**config.mk**
```make
export PLATFORM = sky130hd
export DESIGN_NAME = uart_inst_loader_flat
export DESIGN_NICKNAME = d
export VERILOG_FILES = /design/src/rtl/uart_inst_loader_pkg.sv /design/src/rtl/uart_inst_loader_if.sv /design/src/rtl/uart_inst_loader_byte_pair.sv /design/src/rtl/uart_inst_loader.sv /design/src/flat_wrapper.sv
export SDC_FILE = /design/constraint.sdc
export NUM_CORES = 1
export LEC_CHECK = 0
export CAP_MARGIN = 20
export CORE_MARGIN = 8
export CORE_UTILIZATION = 49
export DETAILED_ROUTE_END_ITERATION = 10
export GPL_ROUTABILITY_DRIVEN = 0
export PLACE_DENSITY = 0.72
export RECOVER_POWER = 25
export SLEW_MARGIN = 20
export SYNTH_ARGS = -nofsm -noshare
export SYNTH_HDL_FRONTEND = slang
export SYNTH_SLANG_ARGS = --single-unit
```
**constraint.sdc**
```tcl
create_clock -name clk -period 3.6 [get_ports clk]
set_clock_uncertainty 0.05 [all_clocks]
set_input_delay 0.36 -clock clk [delete_from_list [all_inputs] [get_ports clk]]
set_output_delay 0.36 -clock clk [all_outputs]
set_load 0.02 [all_outputs]
```
**src/rtl/uart_inst_loader_pkg.sv**
```systemverilog
// Shared types for the UART instruction loader: FSM state encoding and default image limit.
package uart_loader_pkg;
  localparam int MAX_INST_DEF = 1024;

  typedef enum logic [2:0] {
    S_CNT_HI,
    S_CNT_LO,
    S_INST_HI,
    S_INST_LO,
    S_CHK,
    S_FIN,
    S_DONE,
    S_ERR
  } state_t;
endpackage

```
**src/rtl/uart_inst_loader_if.sv**
```systemverilog
// Loader bus: raw UART bytes in, assembled instruction words and load status out.
interface uart_inst_loader_if #(
  parameter int ADDR_W = 16
);
  logic [7:0]        rx_data;
  logic              rx_valid;
  logic              rearm;
  logic [15:0]       uart_inst;
  logic              uart_inst_en;
  logic [ADDR_W-1:0] inst_addr;
  logic              cpu_enable;
  logic              done;
  logic              load_err;

  modport master (
    input  rx_data, rx_valid, rearm,
    output uart_inst, uart_inst_en, inst_addr, cpu_enable, done, load_err
  );

  modport slave (
    output rx_data, rx_valid, rearm,
    input  uart_inst, uart_inst_en, inst_addr, cpu_enable, done, load_err
  );
endinterface

```
**src/rtl/uart_inst_loader_byte_pair.sv**
```systemverilog
// Big-endian byte pairing: holds the high byte, presents {hi, lo} while the low byte is on the bus.
module uart_byte_pair (
  input  logic        clk,
  input  logic        hi_we,
  input  logic        lo_we,
  input  logic [7:0]  byte_in,
  output logic [15:0] word,
  output logic        word_vld
);
  logic [7:0] hi_q;

  // High byte is always rewritten before it is used, so it carries no reset.
  always_ff @(posedge clk) begin
    if (hi_we) hi_q <= byte_in;
  end

  assign word     = {hi_q, byte_in};
  assign word_vld = lo_we;
endmodule

```
**src/rtl/uart_inst_loader.sv**
```systemverilog
// UART instruction loader: COUNT header then COUNT big-endian 16-bit words to the fetch stage.
// Optional trailing XOR checksum byte enabled by defining UART_LOADER_CHECKSUM_EN.
module uart_inst_loader
  import uart_loader_pkg::*;
#(
  parameter int MAX_INST = MAX_INST_DEF,
  parameter int ADDR_W   = 16
) (
  input  logic                clk,
  input  logic                reset,
  uart_inst_loader_if.master  bus
);
  state_t            state;
  logic [ADDR_W-1:0] cnt;
  logic [ADDR_W-1:0] index;
  logic              hi_we;
  logic              lo_we;
  logic [15:0]       pair_word;
  logic              pair_vld;

`ifdef UART_LOADER_CHECKSUM_EN
  localparam state_t S_END = S_CHK;
  logic [7:0] chk;
`else
  localparam state_t S_END = S_FIN;
`endif

  assign hi_we = bus.rx_valid && (state == S_CNT_HI || state == S_INST_HI);
  assign lo_we = bus.rx_valid && (state == S_CNT_LO || state == S_INST_LO);

  uart_byte_pair u_pair (
    .clk      (clk),
    .hi_we    (hi_we),
    .lo_we    (lo_we),
    .byte_in  (bus.rx_data),
    .word     (pair_word),
    .word_vld (pair_vld)
  );

  // Count and index are fully rewritten at COUNT_LO before any use.
  always_ff @(posedge clk) begin
    if (pair_vld && state == S_CNT_LO) begin
      cnt   <= ADDR_W'(pair_word);
      index <= '0;
    end else if (pair_vld && state == S_INST_LO) begin
      index <= index + 1'b1;
    end
  end

`ifdef UART_LOADER_CHECKSUM_EN
  always_ff @(posedge clk) begin
    if (hi_we && state == S_CNT_HI) chk <= bus.rx_data;
    else if (hi_we || lo_we)        chk <= chk ^ bus.rx_data;
  end
`endif

  always_ff @(posedge clk or negedge reset) begin
    if (!reset) begin
      state            <= S_CNT_HI;
      bus.uart_inst    <= '0;
      bus.uart_inst_en <= 1'b0;
      bus.inst_addr    <= '0;
      bus.cpu_enable   <= 1'b0;
      bus.done         <= 1'b0;
      bus.load_err     <= 1'b0;
    end else begin
      bus.uart_inst_en <= 1'b0;
      bus.done         <= 1'b0;
      unique case (state)
        S_CNT_HI: if (hi_we) state <= S_CNT_LO;
        S_CNT_LO: begin
          if (pair_vld) begin
            // Full 16-bit compare so headers above MAX_INST never alias into range.
            if (int'(pair_word) > MAX_INST) begin
              state        <= S_ERR;
              bus.load_err <= 1'b1;
            end else if (pair_word == 16'd0) begin
              state <= S_END;
            end else begin
              state <= S_INST_HI;
            end
          end
        end
        S_INST_HI: if (hi_we) state <= S_INST_LO;
        S_INST_LO: begin
          if (pair_vld) begin
            bus.uart_inst    <= pair_word;
            bus.inst_addr    <= index;
            bus.uart_inst_en <= 1'b1;
            state            <= (index + 1'b1 == cnt) ? S_END : S_INST_HI;
          end
        end
`ifdef UART_LOADER_CHECKSUM_EN
        S_CHK: begin
          if (bus.rx_valid) begin
            if (bus.rx_data == chk) begin
              state <= S_FIN;
            end else begin
              state        <= S_ERR;
              bus.load_err <= 1'b1;
            end
          end
        end
`endif
        S_FIN: begin
          bus.done       <= 1'b1;
          bus.cpu_enable <= 1'b1;
          state          <= S_DONE;
        end
        S_DONE: begin
          if (bus.rearm) begin
            bus.cpu_enable <= 1'b0;
            bus.load_err   <= 1'b0;
            state          <= S_CNT_HI;
          end
        end
        S_ERR: begin
          if (bus.rearm) begin
            bus.load_err <= 1'b0;
            state        <= S_CNT_HI;
          end
        end
        default: state <= S_CNT_HI;
      endcase
    end
  end
endmodule

```
**src/flat_wrapper.sv**
```systemverilog
// flat-port wrapper written by rule: the top's interface ports become plain ports
module uart_inst_loader_flat import uart_loader_pkg::*;
#(
  parameter int MAX_INST = MAX_INST_DEF,
  parameter int ADDR_W   = 16
)
  (clk, reset, bus_rx_data, bus_rx_valid, bus_rearm, bus_uart_inst, bus_uart_inst_en, bus_inst_addr, bus_cpu_enable, bus_done, bus_load_err);
  uart_inst_loader_if #(.ADDR_W(ADDR_W)) bus_i ();
  input  logic clk;
  input  logic reset;
  input wire logic [$bits(bus_i.rx_data)-1:0] bus_rx_data;
  input wire logic [$bits(bus_i.rx_valid)-1:0] bus_rx_valid;
  input wire logic [$bits(bus_i.rearm)-1:0] bus_rearm;
  output wire logic [$bits(bus_i.uart_inst)-1:0] bus_uart_inst;
  output wire logic [$bits(bus_i.uart_inst_en)-1:0] bus_uart_inst_en;
  output wire logic [$bits(bus_i.inst_addr)-1:0] bus_inst_addr;
  output wire logic [$bits(bus_i.cpu_enable)-1:0] bus_cpu_enable;
  output wire logic [$bits(bus_i.done)-1:0] bus_done;
  output wire logic [$bits(bus_i.load_err)-1:0] bus_load_err;
  assign bus_i.rx_data = bus_rx_data;
  assign bus_i.rx_valid = bus_rx_valid;
  assign bus_i.rearm = bus_rearm;
  assign bus_uart_inst = bus_i.uart_inst;
  assign bus_uart_inst_en = bus_i.uart_inst_en;
  assign bus_inst_addr = bus_i.inst_addr;
  assign bus_cpu_enable = bus_i.cpu_enable;
  assign bus_done = bus_i.done;
  assign bus_load_err = bus_i.load_err;
  uart_inst_loader #(.MAX_INST(MAX_INST), .ADDR_W(ADDR_W)) u_core (.clk(clk), .reset(reset), .bus(bus_i));
endmodule
```
==> results of run 1 <==
logic make-up (layout without fill, tap and decap cells):
| family | count (synthesis) | count (layout) |
|---|---|---|
| flip-flops | 79 | 79 |
| AO/OA/AOI/OAI | 61 | 61 |
| adder cells (fa/ha/maj) | 1 | 1 |
| XOR/XNOR | 21 | 21 |
| AND/OR/NAND/NOR | 179 | 179 |
| buffers and inverters | 28 | 71 |
cells in the mapped netlist (2+ instances only):
library cell / n / area, um2
nor4bb_1: 2 / 20.02
a21o_1: 4 / 30.03
xor2_1: 4 / 35.03
dfrtp_1: 39 / 975.9
clkbuf_1: 14 / 52.55
and4_1: 2 / 17.52
xor2_2: 2 / 32.53
o31ai_1: 7 / 52.55
o21ai_0: 18 / 90.09
inv_1: 2 / 7.510
nor4_1: 4 / 25.02
edfxtp_1: 24 / 720.7
nand4_1: 5 / 31.28
a31oi_1: 5 / 31.28
o41ai_1: 3 / 26.28
or3_1: 2 / 12.51
nand3_1: 13 / 65.06
dfxtp_1: 16 / 320.3
nand2_1: 118 / 442.9
and3_1: 4 / 25.02
nor3_1: 6 / 30.03
or4_1: 5 / 37.54
xnor2_1: 15 / 131.4
buf_2: 7 / 35.03
buf_6: 3 / 33.78
nor2_1: 11 / 41.29
a21oi_1: 11 / 55.05
metrics by stage:
step	hold WS, ps	power [mW]
2_1_floorplan	14.41	1.800
3_3_place_gp	406.9	2.150
3_5_place_dp	409.6	2.176
4_1_cts	97.35	2.893
5_1_grt	454.6	3.028
6_report	426.5	2.865
worst paths after layout:
check	from	endpoint	slack (ps)	cells after the start
hold / removal	u_core.bus.inst_addr[14]$_DFFE_PN0P_	u_core.bus.inst_addr[14]$_DFFE_PN0P_	430	2
setup reg to reg	u_core.index[1]$_SDFFE_PP0P_	u_core.state[1]$_DFFE_PN0P_	1040	7
min in group asynchronous	reset	u_core.bus.inst_addr[11]$_DFFE_PN0P_	550	1
max in group asynchronous	reset	u_core.bus.inst_addr[2]$_DFFE_PN0P_	1750	1
hold reg to reg	u_core.bus.inst_addr[14]$_DFFE_PN0P_	u_core.bus.inst_addr[14]$_DFFE_PN0P_	430	2
setup / recovery	u_core.index[1]$_SDFFE_PP0P_	u_core.state[1]$_DFFE_PN0P_	1040	7
worst min-delay path, cell delays in order, from the launching register on:
cell	delay (ps)
dfrtp_1	340
nand2_1	50
nand2_1	50
cell usage in the layout (no fill, tap or decap), types with 5 or more instances in the layout:
cell type        Yosys  final
nand2_1            118    118
dfrtp_1             39     39
clkdlybuf4s50_1      0     38
edfxtp_1            24     24
o21ai_0             18     18
dfxtp_1             16     16
xnor2_1             15     15
nand3_1             13     13
nor2_1              11     11
a21oi_1             11     11
clkbuf_8             0      9
dlygate4sd3_1        0      8
o31ai_1              7      7
nor3_1               6      6
a31oi_1              5      5
nand4_1              5      5
or4_1                5      5
buf_4                1      5
layer usage:
metal / GRT usage, % / vias to the layer above
met3: 4.330 / 20
met2: 29.28 / 96
met5: 0 / -
li1: - / 1355
met4: 9.049 / 0
met1: 21.45 / 1326
state kept, by name (all words and copies together) (netlist names):
name / flops
u_core.bus.cpu_enable: 1
u_core.u_pair.hi_q: 8
u_core.bus.done: 1
u_core.cnt: 16
u_core.index: 16
u_core.bus.load_err: 1
u_core.bus.uart_inst_en: 1
u_core.state: 3
u_core.bus.inst_addr: 16
u_core.bus.uart_inst: 16
cell type report:
type / count / share of cell area, %
clock buffers: 11 / 3.550
clock inverters: 5 / 1.484
inverters: 3 / 0.2619
multi-input cells: 262 / 33.26
flip-flops and latches: 79 / 46.90
well taps: 99 / 2.880
repair buffers: 52 / 11.67
power by group through the flow:
stage	Combinational [mW]	Clock (mW)	Sequential (mW)
detailed placement	0.864	0	1.31
CTS	0.869	0.725	1.30
global placement	0.844	0	1.31
finish	0.853	0.709	1.30
floorplan	0.437	0	1.36
global route	0.938	0.764	1.33
==> results.toml, run 1 <==
[status]
status = "complete, but fails checks"
violations = "max-capacitance violations, max-slew violations"

[cells_and_area]
fill_cells = 606
antenna_cells = 0
nets = 420
utilization_pct = 59.93
multi_input_area_um2 = 1430
seq_area_um2 = 2017
layout.cells.non_filler = 511
final_area_um2 = 4300
drive_gt1_share_pct = 6.553
synthToLayoutAreaGrowth_pct = 19.88

[min_path]
hold_path.class = "reg -> reg"

[route]
drtIter0Drc = 172
m1WireLength_um = 3842
dr_total_vias = 2797
antenna_left = 0
via_per_inst = 5.474
routed.top_layer = "met4"
met3_length_um = 529
wl_per_cell_um = 17.04
routed_wl_um = 8709
drt-pass1-iter-count = 5
wl_met2_um = 4098
drc = 0

[logic_synthesis]
synth_edf_count = 24
syn_inst = 369
synth_ff_type = "dfrtp_1"
synth.distinct_cells = 50
synth_top_family_by_area = "simple AND/OR/NAND/NOR gates"
synth_adder_area_share_pct = 0.3488
ys_ff_latch = 79
syn-cell-area_um2 = 3587
muxShareOfSynthArea_pct = 0
seq_area_frac_synth_pct = 56.23
synth-simple-area-share_pct = 22.78
syn_area_per_cell_um2 = 9.721
synth_compound_area_share_pct = 11.20
synth-async-reset-ratio_pct = 49.37
syn_nets = 382
synth_xor_area_share_pct = 5.546
yosys_warnings = 0

[placement]
dp.cells = 495
dp_slack_ps = 1062
portBuffers = 47
placedInstanceArea_um2 = 4085
hpwl_um = 5887

[timing]
fin_setup_tns_ps = 0
slew_headroom_pct = -40.19
layout_min_cycle_time_ps = 2558
hold_violations = 0
rsz0062_at_grt = "no"
setup_slack_ps = 1042
setup_violations = 0
drv_slew = 40
fmax_mhz = 390.9
worst_pin_slew_ps = 2103
period_share_pct = 71.07

[clock_network]
ctsResizeCount = 0
insertion_delay_ps = 360
h-tree-depth = 3
root_buffer = "clkbuf_8"
cts_hold_buf = 0
cts_setup_buffers = 0
tritoncts = "done"
cts_num_sinks = 79
numCtsBuffers = 9
clk_pin_slew_ps = 80
cts.path.max_buffers = 2

[grt]
gr-usage-all-layers_pct = 17.90
grt_max_degree = 45
gr-total-overflow = 0
antenna_found_initial = 0
grt_pass1_wl_um = 14350
first_global_vias = 2918

[power_and_ir_drop]
clockPowerShare_pct = 24.8
share_comb_of_total_power_pct = 29.8
p_int_mw = 1.858
power.density_nw_per_um2 = 666.2
seqPwrFrac_pct = 45.5
leakage_nw = 1.731
vdd_drop_max_uv = 458.2
netSwitchingPower_mw = 1.006
p_sw_share_pct = 35.13

[critical_path]
cp.required_ps = 3800
slowest_delay_ps = 590
crit_family = "simple AND/OR/NAND/NOR gates"
cp.buffers_inverters = 0
slowest_stage = "or4_1"
startpoint_type = "flip-flop"
arrival_ps = 2760
endpoint_kind = "flip-flop"
cp_max_fo = 9
crit_chain = "ha_1 > nand3_1 > or4_1 > xnor2_1 > nor4_2 > nand4_1 > a31o_1"
critical_path_class = "reg -> reg"

[floorplan]
die_x_um = 101.6
row_count = 31
core_um2 = 7176
initial_core_util_pct = 49.99
num_io_pins = 48
die-height_um = 101.6
die_area_um2 = 10310

[run]
drv_cap = 1
No activity file was read; power rests on OpenSTA's default activity.
==> inputs of run 2 (changes only) <==
==> constraint.sdc (replaced) <==
create_clock -name clk -period 2.6 [get_ports clk]
set_clock_uncertainty 0.05 [all_clocks]
set_input_delay 0.26 -clock clk [delete_from_list [all_inputs] [get_ports clk]]
set_output_delay 0.26 -clock clk [all_outputs]
set_load 0.02 [all_outputs]
==> run 2 against run 1 <==
Net effect:
- the run still ends with max-capacitance violations, max-slew violations left
- final area is 1.3% higher
- sequential cell count stayed put
- via count is 0.46% higher
- worst setup slack worse by 820 ps
- global-route usage is 0.38 points lower
- first-iteration DRC count is 23% lower
- clock power is 38% higher
- critical path depth stayed put
- routed wire length is 3.4% lower
- critical path type unchanged
==> results.toml, run 2 (synthesized netlist as in run 1, its figures left out) <==
[status]
status = "complete, but fails checks"
violations = "max-capacitance violations, max-slew violations"

[power_and_ir_drop]
p_int_mw = 2.596
p_sw_share_pct = 34.87
netSwitchingPower_mw = 1.390
power_mw = 3.986
share_comb_of_total_power_pct = 30.9
clockPowerShare_pct = 24.5
vdd_drop_max_uv = 543.6
power.density_nw_per_um2 = 914.9
leakage_nw = 1.765
seqPwrFrac_pct = 44.6

[route]
dr_total_vias = 2810
antenna_left = 0
drtIter0Drc = 133
wl_per_cell_um = 16.24
routed_wl_um = 8410
drc = 0
via_per_inst = 5.425
drt-pass1-iter-count = 4

[cells_and_area]
drive_gt1_share_pct = 8.353
nets = 428
fill_cells = 592
synthToLayoutAreaGrowth_pct = 21.45
final_area_um2 = 4357
final_common_cell = "nand2_1"
utilization_pct = 60.71
final_cell_mix = "118 x nand2_1, 39 x dfrtp_1, 38 x clkdlybuf4s50_1, 24 x edfxtp_1, 18 x o21ai_0"
antenna_cells = 0

[floorplan]
core_um2 = 7176
die_area_um2 = 10310
initial_core_util_pct = 49.99
die_x_um = 101.6
num_io_pins = 48
die-height_um = 101.6
row_count = 31

[min_path]
hold_path.class = "reg -> reg"
worstHoldStart = "u_core.bus.inst_addr[14]$_DFFE_PN0P_"

[placement]
placedInstanceArea_um2 = 4145
portBuffers = 47
hpwl_um = 5924

[timing]
layout_min_cycle_time_ps = 2377
fmax_mhz = 420.7
slew_headroom_pct = -45.66
period_share_pct = 91.42
rsz0062_at_grt = "no"
fin_setup_tns_ps = 0
drv_slew = 40
setup_violations = 0
worst_pin_slew_ps = 2185
hold_slack_ps = 426.3
hold_violations = 0

[clock_network]
cts_setup_buffers = 0
tritoncts = "done"
cts.path.max_buffers = 2
h-tree-depth = 3
ctsResizeCount = 0
insertion_delay_ps = 350
clk_pin_slew_ps = 80
numCtsBuffers = 9
cts_hold_buf = 0
cts_num_sinks = 79
root_buffer = "clkbuf_8"

[critical_path]
cp_max_fo = 8
cp-startpoint = "u_core.index[0]$_SDFFE_PP0P_"
arrival_ps = 2570
rr_startpoint = "u_core.index[0]$_SDFFE_PP0P_"
startpoint_type = "flip-flop"
endpoint_kind = "flip-flop"
critical_path_class = "reg -> reg"
cp.required_ps = 2800

[run]
drv_cap = 1

[grt]
gr-total-overflow = 0
gr-usage-all-layers_pct = 17.52
first_global_vias = 2862
antenna_found_initial = 0
grt_max_degree = 40
grt_pass1_wl_um = 14090
-- run 2: cell types whose count changed in the layout (fill, tap and decap cells not counted) --
cell / before / now
clkinv_4: 2 / 1
inv_6: 0 / 2
clkinvlp_4: 0 / 1
clkinv_2: 1 / 0
inv_8: 1 / 0
buf_4: 5 / 13
clkbuf_1: 2 / 1
-- run 2: metal layers --
layer | part of all wire (%) | vias to the layer above | track usage [%]
li1 | - | 1371 | -
met1 | 44 | 1324 | 21.57
met2 | 48 | 98 | 28.07
met3 | 6.4 | 17 | 4.124
met4 | 1.8 | 0 | 8.820
met5 | 0 | - | 0
-- run 2: power groups by stage --
| stage | Sequential [mW] | Clock [mW] | Combinational, mW |
|---|---|---|---|
| finish | 1.78 | 0.975 | 1.23 |
| global route | 1.81 | 1.04 | 1.37 |
| CTS | 1.78 | 0.990 | 1.26 |
| detailed placement | 1.80 | 0 | 1.25 |
| global placement | 1.79 | 0 | 1.23 |
| floorplan | 1.89 | 0 | 0.605 |
-- run 2: final cells by class --
type	count	area [um2]	share of cell area (%)
timing repair buffer	60	561.8	12.89
inverter	3	11.26	0.2585
multi-input combinational	262	1430	32.83
clock inverter	5	63.81	1.465
clock buffer	10	148.9	3.418
tap	99	123.9	2.843
sequential	79	2017	46.30
-- run 2: final timing paths --
path                       slack, ps                                   end  cells past startpoint
setup reg to reg                 220           u_core.state[1]$_DFFE_PN0P_                      7
hold / removal                   430  u_core.bus.inst_addr[14]$_DFFE_PN0P_                      2
min in group asynchronous        500   u_core.bus.inst_addr[9]$_DFFE_PN0P_                      1
max in group asynchronous        760   u_core.bus.uart_inst[9]$_DFFE_PN0P_                      1
hold reg to reg                  430  u_core.bus.inst_addr[14]$_DFFE_PN0P_                      2
setup / recovery                 220           u_core.state[1]$_DFFE_PN0P_                      7
-- run 2: critical path, cell delays in order (launching register included) --
cell     delay, ps
dfxtp_1        340
ha_1           320
nand3_1        130
or4_1          590
xnor2_1        170
nor4_2         250
nand4_1        200
a31o_1         240
-- run 2: metrics by stage --
stage,instances,worst slack [ps]
after floorplan,369,374.7
after global placement,503,315.6
after detailed placement,503,261.1
after CTS,518,252.4
after global routing,518,108.0
final,518,223.0
==> inputs of run 3 (changes only) <==
--- a/config.mk
+++ b/config.mk
@@ -12,6 +12,7 @@
 export GPL_ROUTABILITY_DRIVEN = 0
 export PLACE_DENSITY = 0.72
 export RECOVER_POWER = 25
+export SKIP_LAST_GASP = 1
 export SLEW_MARGIN = 20
 export SYNTH_ARGS = -nofsm -noshare
 export SYNTH_HDL_FRONTEND = slang
==> results of run 3 <==
The final DEF is identical to that of run 2; final timing and power are the same.
